## config.mk

```make
export PLATFORM = sky130hd
export DESIGN_NAME = fetch_unit
export DESIGN_NICKNAME = d
export VERILOG_FILES = /design/src/rtl/fetch_unit.sv
export SDC_FILE = /design/constraint.sdc
export NUM_CORES = 1
export LEC_CHECK = 0
export BUFFER_PORTS_ARGS = -buffer_cell sky130_fd_sc_hd__buf_2
export CAP_MARGIN = 20
export CELL_PAD_IN_SITES_DETAIL_PLACEMENT = 2
export CELL_PAD_IN_SITES_GLOBAL_PLACEMENT = 2
export CORE_AREA = 2 2 137 139
export DETAILED_ROUTE_END_ITERATION = 8
export DIE_AREA = 0 0 139 141
export PLACE_DENSITY_LB_ADDON = 0.1
export SETUP_SLACK_MARGIN = 0.4
export SYNTH_ARGS = -nofsm -noshare
export SYNTH_HDL_FRONTEND = slang
export SYNTH_SLANG_ARGS = --single-unit
export TNS_END_PERCENT = 5
```

## constraint.sdc

```tcl
create_clock -name clock -period 2.69 [get_ports clock]
set_input_delay 0.1345 -clock clock [delete_from_list [all_inputs] [get_ports clock]]
set_output_delay 0.1345 -clock clock [all_outputs]
set_load 0.02 [all_outputs]
```

## src/rtl/fetch_unit.sv

```systemverilog
// Instruction-fetch stage: owns the PC, reads the icache and loads the IF/ID register.
// Latency: instruction at icache_addr is visible on if_id_* one edge later; redirect adds one bubble.
// Backpressure: id_ready=0 with a live IF/ID entry freezes pc and if_id_*; redirect still wins.
//
// Ports:
//   clock, reset            single rising-edge clock; asynchronous active-low reset
//   icache_addr             byte address to the icache (always equal to pc)
//   icache_instr            combinational instruction word returned for icache_addr
//   redirect_valid/target   PC change request from EX (target bits [1:0] dropped)
//   halt_req                stop fetching after this cycle (honoured only in RUN)
//   id_ready                decode accepts the IF/ID entry this cycle
//   if_id_valid/pc/instr    IF/ID pipeline register
//   halted                  high while fetch is parked in HALT
//   fetch_count             saturating count of instructions loaded into IF/ID
module fetch_unit #(
  parameter logic [31:0] RESET_PC = 32'h0000_0000,
  parameter int          CNT_W    = 16
) (
  input  logic             clock,
  input  logic             reset,
  output logic [31:0]      icache_addr,
  input  logic [31:0]      icache_instr,
  input  logic             redirect_valid,
  input  logic [31:0]      redirect_target,
  input  logic             halt_req,
  input  logic             id_ready,
  output logic             if_id_valid,
  output logic [31:0]      if_id_pc,
  output logic [31:0]      if_id_instr,
  output logic             halted,
  output logic [CNT_W-1:0] fetch_count
);

  typedef enum logic [1:0] {
    ST_BOOT = 2'd0,
    ST_RUN  = 2'd1,
    ST_HALT = 2'd2
  } state_t;

  localparam logic [CNT_W-1:0] CNT_ONE = 1;

  state_t      state;
  state_t      state_nxt;
  logic [31:0] pc;

  logic        redirect_take;
  logic        advance;
  logic        drain;
  logic        cnt_sat;
  logic [31:0] pc_plus4;
  logic [31:0] target_aligned;

  assign icache_addr    = pc;
  assign pc_plus4       = pc + 32'd4;   // wraps modulo 2^32 by construction
  assign target_aligned = {redirect_target[31:2], 2'b00};
  assign cnt_sat        = (fetch_count == {CNT_W{1'b1}});

  // Datapath actions for this edge. BOOT does nothing but burn one cycle, so the
  // first instruction is captured on the second edge after reset release.
  always_comb begin
    redirect_take = 1'b0;
    advance       = 1'b0;
    drain         = 1'b0;
    case (state)
      ST_RUN: begin
        redirect_take = redirect_valid;
        // An empty IF/ID slot can always be filled, regardless of id_ready.
        advance       = !redirect_valid && (id_ready || !if_id_valid);
      end
      ST_HALT: begin
        redirect_take = redirect_valid;
        // Decode may still consume the last captured instruction while parked.
        drain         = !redirect_valid && id_ready;
      end
      default: begin
      end
    endcase
  end

  // FSM: state register
  always_ff @(posedge clock or negedge reset) begin
    if (!reset) begin
      state <= ST_BOOT;
    end else begin
      state <= state_nxt;
    end
  end

  // FSM: next-state logic. A redirect in the same cycle as halt_req keeps us running.
  always_comb begin
    state_nxt = state;
    case (state)
      ST_BOOT: state_nxt = ST_RUN;
      ST_RUN:  if (halt_req && !redirect_valid) state_nxt = ST_HALT;
      ST_HALT: if (redirect_valid) state_nxt = ST_RUN;
      default: state_nxt = ST_BOOT;
    endcase
  end

  // FSM: outputs
  always_comb begin
    halted = (state == ST_HALT);
  end

  // PC, IF/ID register and fetch counter
  always_ff @(posedge clock or negedge reset) begin
    if (!reset) begin
      pc          <= RESET_PC;
      if_id_valid <= 1'b0;
      if_id_pc    <= 32'h0;
      if_id_instr <= 32'h0;
      fetch_count <= '0;
    end else if (redirect_take) begin
      // Flush: the stale IF/ID entry (even a stalled one) is dropped, pc/instr left as is.
      pc          <= target_aligned;
      if_id_valid <= 1'b0;
    end else if (advance) begin
      pc          <= pc_plus4;
      if_id_valid <= 1'b1;
      if_id_pc    <= pc;
      if_id_instr <= icache_instr;
      if (!cnt_sat) begin
        fetch_count <= fetch_count + CNT_ONE;
      end
    end else if (drain) begin
      if_id_valid <= 1'b0;
    end
  end

endmodule

```

* After elaboration in Yosys (flattened, before gate mapping) *
Cells that the tools add are included.

cells by class
  add/subtract/negate cells = 2
  equality and inequality tests = 5
  muxes and demuxes = 11
  bitwise logic cells = 2
  reductions and logical operators = 13

operators by type and width
  cell                                                                    count
  32-bit two-way mux                                                      2
  32-bit by 3-bit adder with 32-bit output (second input constant)        1
  16-bit by 1-bit adder with 16-bit output (second input constant)        1
  16-bit equality test (second input constant)                            1
  1-bit two-way mux                                                       6
  2-bit one-hot mux with 3 select lines                                   1
  2-bit two-way mux                                                       2
  2-bit inequality test (second input constant)                           2
  2-bit AND reduction                                                     2
  1-bit logical AND                                                       3
  3-bit AND reduction                                                     1
  3-bit nonzero test                                                      1
  2-bit by 1-bit equality test with 1-bit output (second input constant)  1
  2-bit equality test (second input constant)                             1
  1-bit zero test                                                         2
  2-bit zero test                                                         1
  1-bit NOT                                                               2
  2-bit nonzero test                                                      1
  2-bit OR reduction                                                      1
  1-bit logical OR                                                        1

storage, ports and cells
  bits in registers = 115
  input port bits = 69
  output and inout bits = 114
  word-level logic and storage cells = 39

* Longest topological paths before layout *
Gate-level depths: netlist of run 1.

  depth in word-level cells = 6
  depth in mapped cells = 9
  mapped depth without buffers = 7

* Least setup slack after synthesis of run 1 *
OpenSTA, ideal clock, no wires.

  kind = flip-flop to flip-flop
  start point = register fetch_count[0]
  end point = register fetch_count[1]
  setup time = 0.128 ns
  data arrival time = 1.924 ns
  required time = 2.562 ns
  slack = 0.638 ns
  stages on the path, launching flop included = 7
  path buffers = 1
  clock period less this slack = 2.052 ns
  path through = dfrtp_1 -> ha_1 -> clkbuf_1 -> nand2_1 -> or3_1 -> o21ai_4 -> mux2_1

between the ends
  longest elaborated chain between the ends = 3
  elaborated cells between the ends (all ways) = 4
  those cells by class = add/sub (1); eq/ne (1); bitwise (1); reduce/logical (1)

ends and longest elaborated chain
  item                                                                              line  text
  start: declaration                                                                31    output logic [CNT_W-1:0] fetch_count
  start signal: assignment                                                          123   fetch_count <= fetch_count + CNT_ONE;
  branches (longest 3 deep; another with 16-bit by 1-bit adder with 16-bit output)  --

Parallel ways; which one is timed is not known.
A chain may end at the register's enable or synchronous reset.

* Worst setup path after layout of run 1 *
  start point = register state[1]
  end point = register pc[26], in the netlist icache_addr[26]

between the ends
  longest elaborated chain between the ends = 4
  elaborated cells between the ends (all ways) = 7
  those cells by class = eq/ne (2); mux (3); reduce/logical (2)

ends and longest elaborated chain
  item                                                                                          line  text
  start: declaration                                                                            42    state_t state;
  start signal: assignment                                                                      85    state <= state_nxt;
  2-bit equality test / 2-bit by 1-bit equality test with 1-bit output (equally long branches)  64    case (state)
  2-bit OR reduction (no source line)                                                           --
  1-bit two-way mux                                                                             64
  32-bit two-way mux / 2-bit nonzero test (equally long branches)                               --
  end signal: assignment                                                                        115   pc <= target_aligned;
  end signal: assignment                                                                        118   pc <= pc_plus4;
  end: declaration                                                                              44    logic [31:0] pc;

Parallel ways exist; a longest one is shown, timed or not.

==> results_dict.tcl, run 1 <==
set metrics [dict create \
    cp_max_fo 14 \
    start_kind "flip-flop" \
    grt_pass1_wl_um 28720 \
    crit_slowest_cell "nor4_2" \
    ys_types 46 \
    final_core_util_pct 38.95 \
    synth_top_family_by_area "simple AND/OR/NAND/NOR gates" \
    layout-drive-gt1-share_pct 28.43 \
    synth_compound_area_share_pct 4.983 \
    synthCells 561 \
    outcome "finished clean" \
    globalRouteTotalUtil_pct 18.31 \
    num_rows 50 \
    synthXorXnorAreaFrac_pct 6.296 \
    setup_viol 0 \
    hold_path_class "in2reg" \
    fin_nets 857 \
    clk_latency_ns 0.36 \
    layout.cells.non_filler 1022 \
    port_buffers 176 \
    cts_tree "done" \
    netlist_top_cells_area "dfrtp_1, nand2_1, xnor2_1, xor2_1, nor4_2" \
    place_inst 954 \
    synth_edf_count 0 \
    drt_iter0_drc 147 \
    design_area_um2 7116 \
    grt_pass1_vias 5363 \
    crit_type "reg2reg" \
    min_period_over_period_pct 82.17 \
    grt_max_degree 72 \
    yosysTopAreaCell "dfrtp_1" \
    area_delta_synth_final_pct 38.24 \
    layout_common_cells "nand2_1, buf_2, dfrtp_1" \
    min_path_cells 3 \
    crit_cells 8 \
    start_util_pct 28.18 \
    die-area_um2 19600 \
    die_y_um 141 \
    synth_seq_cells 111 \
    crit_family "simple AND/OR/NAND/NOR gates" \
    finalClockSkew_ns 0.004329 \
    max_cap_violations 0 \
    holdPathEnd "icache_addr[30]$_DFFE_PN0P_" \
    cts_sinks 111 \
    insertedDiodeCount 0 \
    max-vdd-ir-drop_v 0.0004174 \
    rr_worst_depth 8 \
    max_stage_delay_ns 0.43 \
    ys.warnings.count 0 \
    htree_levels 3 \
    firstDrtPassIters 4 \
    crit_chain "inv_1 > ha_1 > nor2b_2 > buf_4 > nand2_2 > nor4_2 > xnor2_1 > a21oi_1" \
    synthSimpleGateAreaFrac_pct 29.75 \
    via_per_inst 4.668 \
    cts-buffers-inserted 9 \
    r2r_end "icache_addr[26]$_DFFE_PN0P_" \
    antenna_found_initial 0 \
    hold_viol 0 \
    worst_slew_pin_slew_ns 0.6861 \
    fmax_ghz 0.4524 \
    drv_slew 0 \
    ys_seq_area_share_pct 53.96 \
    drc 0 \
    coreArea_um2 18270 \
    overflow 0 \
    cts_root_buffer "clkbuf_16" \
    hold_start "redirect_target[30]" \
    gp_congestion 0.7565 \
    muxShareOfSynthArea_pct 0.2188 \
    cp.required_ns 2.90 \
    ys.flop_type "dfrtp_1" \
    synthAdderAreaFrac_pct 1.215 \
    path_clk_slew_ns 0.07 \
    final_common_cell "nand2_1" \
    synth_top_area_share_pct 53.96 \
    hold-worst-slack_ns 0.007805 \
    pwr_density_cell_nw_per_um2 1156 \
    drt-total-wl_um 17510 \
    wire_per_inst_um 17.13 \
    critPathArrivalTime_ns 2.42 \
    rsz0062_at_grt "true" \
    synth_area_um2 5147 \
    endpoint_kind "flip-flop" \
    rrSetupSlack_ns 0.48 \
    r2r_start "state[1]$_DFFE_PN0P_" \
    dpl.hpwl_um 12450 \
    avgSynthCellArea_um2 9.175 \
    vias 4771 \
    leakage_nw 3.571 \
    slew_headroom_pct 54.15 \
    tns_ns 0 \
    period_needed_ns 2.210 \
    ant_nets 0 \
    async_flop_share_pct 100.0 \
    io_pins 183 \
    dieWidth_um 139 \
    placed_area_um2 6280 \
    cp_num_buf_inv 2 \
    cts_buffer_depth 2 \
]
==> cell families (layout without fill, tap and decap cells) <==
kind of cell,Yosys count,count (layout)
AND/OR/NAND/NOR,326,326
flip-flops,111,111
AO/OA/AOI/OAI,42,42
buffers and inverters,38,262
XOR/XNOR,37,37
adder cells (fa/ha/maj),5,5
other,1,4
multiplexers,1,1
==> flip-flops by register name (all words and copies together) (netlist names) <==
register	count
fetch_count	16
if_id_valid	1
icache_addr	30
if_id_instr	32
state	2
if_id_pc	30
==> synthesized netlist by cell type, types with 3 or more instances <==
library cell	count
nand4_1	14
buf_2	5
a21oi_1	7
buf_4	6
dfrtp_1	111
o21ai_1	12
nand3_1	14
xor2_1	16
o21ai_0	10
xnor2_1	21
nor3_1	14
clkbuf_1	13
nand2_1	226
inv_1	7
o211ai_1	3
nor4_1	3
nor4_2	8
ha_1	5
nand4_4	3
or3_1	3
and4_1	4
buf_1	5
and2_1	5
nor2_1	21
==> worst reg2reg max path, stage by stage, from the launching register on <==
cell,delay (ns)
dfrtp_1,0.42
inv_1,0.09
ha_1,0.24
nor2b_2,0.16
buf_4,0.20
nand2_2,0.25
nor4_2,0.44
xnor2_1,0.18
a21oi_1,0.09
==> timing repair <==
item / 4_1_cts / 5_1_grt
gates resized for setup: 0 / 1
setup endpoints to repair: 0 / 38
hold buffers: 52 / 0
hold endpoints to repair: 91 / 0
buffers inserted: 0 / 0
==> final cells by class <==
cell class	instances	area [µm²]
clock inverter	5	81.33
fill	2109	11150
multi-input combinational	415	2206
clock buffer	11	232.7
sequential	111	2778
inverter	7	26.28
tap	234	292.8
timing repair buffer	239	1499
==> how the worst max path moves through the flow <==
stage                                           from                     endpoint  slack [ns]
after floorplan           fetch_count[0]$_DFFE_PN0P_   fetch_count[1]$_DFFE_PN0P_        0.64
after global placement          state[1]$_DFFE_PN0P_   fetch_count[1]$_DFFE_PN0P_        0.51
after detailed placement        state[1]$_DFFE_PN0P_   fetch_count[1]$_DFFE_PN0P_        0.42
after CTS                       state[1]$_DFFE_PN0P_   fetch_count[1]$_DFFE_PN0P_        0.40
after global routing            state[1]$_DFFE_PN0P_  icache_addr[26]$_DFFE_PN0P_        0.31
final                           state[1]$_DFFE_PN0P_  icache_addr[26]$_DFFE_PN0P_        0.48
==> metal layers <==
metal	GRT usage (%)	vias to the layer above	share of wire [%]
li1	-	2270	-
met1	23.32	2371	45
met2	31.76	110	49
met3	3.193	20	3.8
met4	5.901	0	1.7
met5	0	-	0
==> through the flow <==
stage / power (mW) / worst slack (ns)
3_5_place_dp: 6.806 / 0.4175
4_1_cts: 8.385 / 0.4039
3_3_place_gp: 6.620 / 0.5068
2_1_floorplan: 5.297 / 0.6383
6_report: 8.226 / 0.4795
5_1_grt: 8.874 / 0.3135
==> where the power goes <==
| group | internal (mW) | total [mW] | switching [mW] |
|---|---|---|---|
| Sequential | 2.38 | 3.10 | 0.716 |
| Combinational | 1.25 | 3.66 | 2.42 |
| Clock | 0.821 | 1.46 | 0.644 |
| Total | 4.45 | 8.23 | 3.78 |
Power figures use the tool's default switching activity.
==> run 2, diff against run 1 <==
clock period = 2.1 ns   (was 2.69 ns; I/O delays follow)
==> results_dict.tcl, run 2 (synthesized netlist as in run 1, its figures left out) <==
set metrics [dict create \
    top_register "if_id_instr" \
    port_buffers 176 \
    coreArea_um2 18270 \
    overflow 0 \
    crit_type "reg2reg" \
    max_cap_violations 0 \
    pwr_density_cell_nw_per_um2 1489 \
    cp_max_fo 9 \
    cts_buffer_depth 2 \
    critPathArrivalTime_ns 2.12 \
    grt_pass1_vias 5524 \
    worst_slew_pin_slew_ns 0.5142 \
    setup_slack_ns 0.2640 \
    switching_share_pct 44.59 \
    io_pins 183 \
    p_clk_share_pct 18.2 \
    cts_sinks 111 \
    num_rows 50 \
    layout.cells.non_filler 1043 \
    cp.required_ns 2.38 \
    start_kind "flip-flop" \
    htree_levels 3 \
    endpoint_kind "flip-flop" \
    cts-buffers-inserted 9 \
    r2r_start "state[1]$_DFFE_PN0P_" \
    setup_viol 0 \
    path_clk_slew_ns 0.08 \
    min_period_over_period_pct 87.43 \
    rsz0062_at_grt "true" \
    drt-total-wl_um 17910 \
    outcome "finished clean" \
    grt_max_degree 53 \
    clk_latency_ns 0.35 \
    antenna_found_initial 1 \
    die-area_um2 19600 \
    hold_viol 0 \
    globalRouteTotalUtil_pct 18.65 \
    layout_common_cells "nand2_1, buf_2, dfrtp_1" \
    fmax_ghz 0.5447 \
    hold_start "redirect_target[11]" \
    cts_root_buffer "clkbuf_16" \
    wire_per_inst_um 17.17 \
    critPathLaunch "state[1]$_DFFE_PN0P_" \
    die_y_um 141 \
    dpl.hpwl_um 12710 \
    vias 4867 \
    hold_path_class "in2reg" \
    start_util_pct 28.18 \
    area_delta_synth_final_pct 44.75 \
    final_common_cell "nand2_1" \
    pwr-share-comb_pct 46.9 \
    p_int_mw 6.148 \
    fill_cells 2041 \
    ant_nets 0 \
    dieWidth_um 139 \
    gp_congestion 0.7305 \
    drc 0 \
    drt_iter0_drc 126 \
    slew_headroom_pct 65.72 \
    leakage_nw 3.714 \
    drv_slew 0 \
    period_needed_ns 1.836 \
    layout-drive-gt1-share_pct 32.43 \
    place_inst 964 \
    grt_pass1_wl_um 29150 \
    via_per_inst 4.666 \
    cts_tree "done" \
    dp_slack_ns -0.004367 \
    largest_reg_flops 32 \
    switching_power_mw 4.946 \
    pwr-share-seq_pct 34.9 \
    finalClockSkew_ns 0.01014 \
    firstDrtPassIters 4 \
    fin_nets 877 \
    max-vdd-ir-drop_v 0.0005380 \
]
-- run 2: cell count changes in the layout (fill, tap and decap cells not counted), sizes merged --
cell / delta
clkinvlp: -1
nand3: +1
dlygate4sd3: +3
diode: +1
buf: +16
bufinv: +1
-- run 2: final timing paths --
check	cells past startpoint	to	slack [ns]
setup / recovery	8	fetch_count[15]$_DFFE_PN0P_	0.26
hold / removal	3	icache_addr[11]$_DFFE_PN0P_	0.01
setup reg to reg	8	fetch_count[15]$_DFFE_PN0P_	0.26
hold reg to reg	2	if_id_pc[5]$_DFFE_PN0P_	0.47
max in group asynchronous	3	icache_addr[7]$_DFFE_PN0P_	1.07
min in group asynchronous	2	if_id_instr[15]$_DFFE_PN0P_	0.26
-- run 2: metrics by stage --
stage               util, %  instance area (µm²)  hold WS, ns  total power [mW]   TNS [ns]
CTS                   40.40                 7381     0.005332             11.20          0
floorplan                 -                 5199      -0.1906             6.846          0
global placement      35.09                 6410       0.1040             8.708          0
finish                40.79                 7451      0.01266             11.09          0
detailed placement    35.09                 6410       0.1166             8.936  -0.006379
global route          40.77                 7448      0.04194             11.96          0
-- run 2: power groups by stage --
stage | Combinational, mW | Sequential, mW | Clock, mW
after floorplan | 1.99 | 4.85 | 0
after global placement | 4.87 | 3.84 | 0
after detailed placement | 5.03 | 3.90 | 0
after CTS | 5.23 | 3.87 | 2.09
after global routing | 5.77 | 4.03 | 2.16
final | 5.20 | 3.88 | 2.02
-- run 2: layer usage --
layer	vias to the layer above	wire, µm	track usage [%]	part of all wire, %
li1	2319	-	-	-
met1	2415	7829	22.95	44
met2	114	9034	33.39	50
met3	17	800	3.465	4.5
met4	2	232	5.476	1.3
met5	-	13	0	0.073
-- run 2: area by class of cell --
cell class | count | area [µm²] | area share, %
Clock inverter | 5 | 103.9 | 1.394
Inverter | 7 | 26.28 | 0.3526
Multi-Input combinational cell | 416 | 2306 | 30.95
Sequential cell | 111 | 2786 | 37.40
Timing Repair Buffer | 258 | 1690 | 22.69
Antenna cell | 1 | 2.502 | 0.03359
Clock buffer | 11 | 242.7 | 3.258
Tap cell | 234 | 292.8 | 3.929
-- run 2: repair_timing --
item	4_1_cts	5_1_grt
endpoints found under the setup margin	106	106
gates cloned	1	0
gates resized for setup	11	13
hold buffers	55	0
hold endpoints to repair	84	0
setup buffers	3	3
pin swaps	2	8
-- run 2: worst max-delay path, stage by stage, from the launching register on --
cell and delay, ns:
dfrtp_1 0.40, inv_2 0.08, ha_4 0.15, nor2b_4 0.16
buf_12 0.14, nand4_4 0.10, or4_4 0.48, nor2_2 0.11
xor2_1 0.14
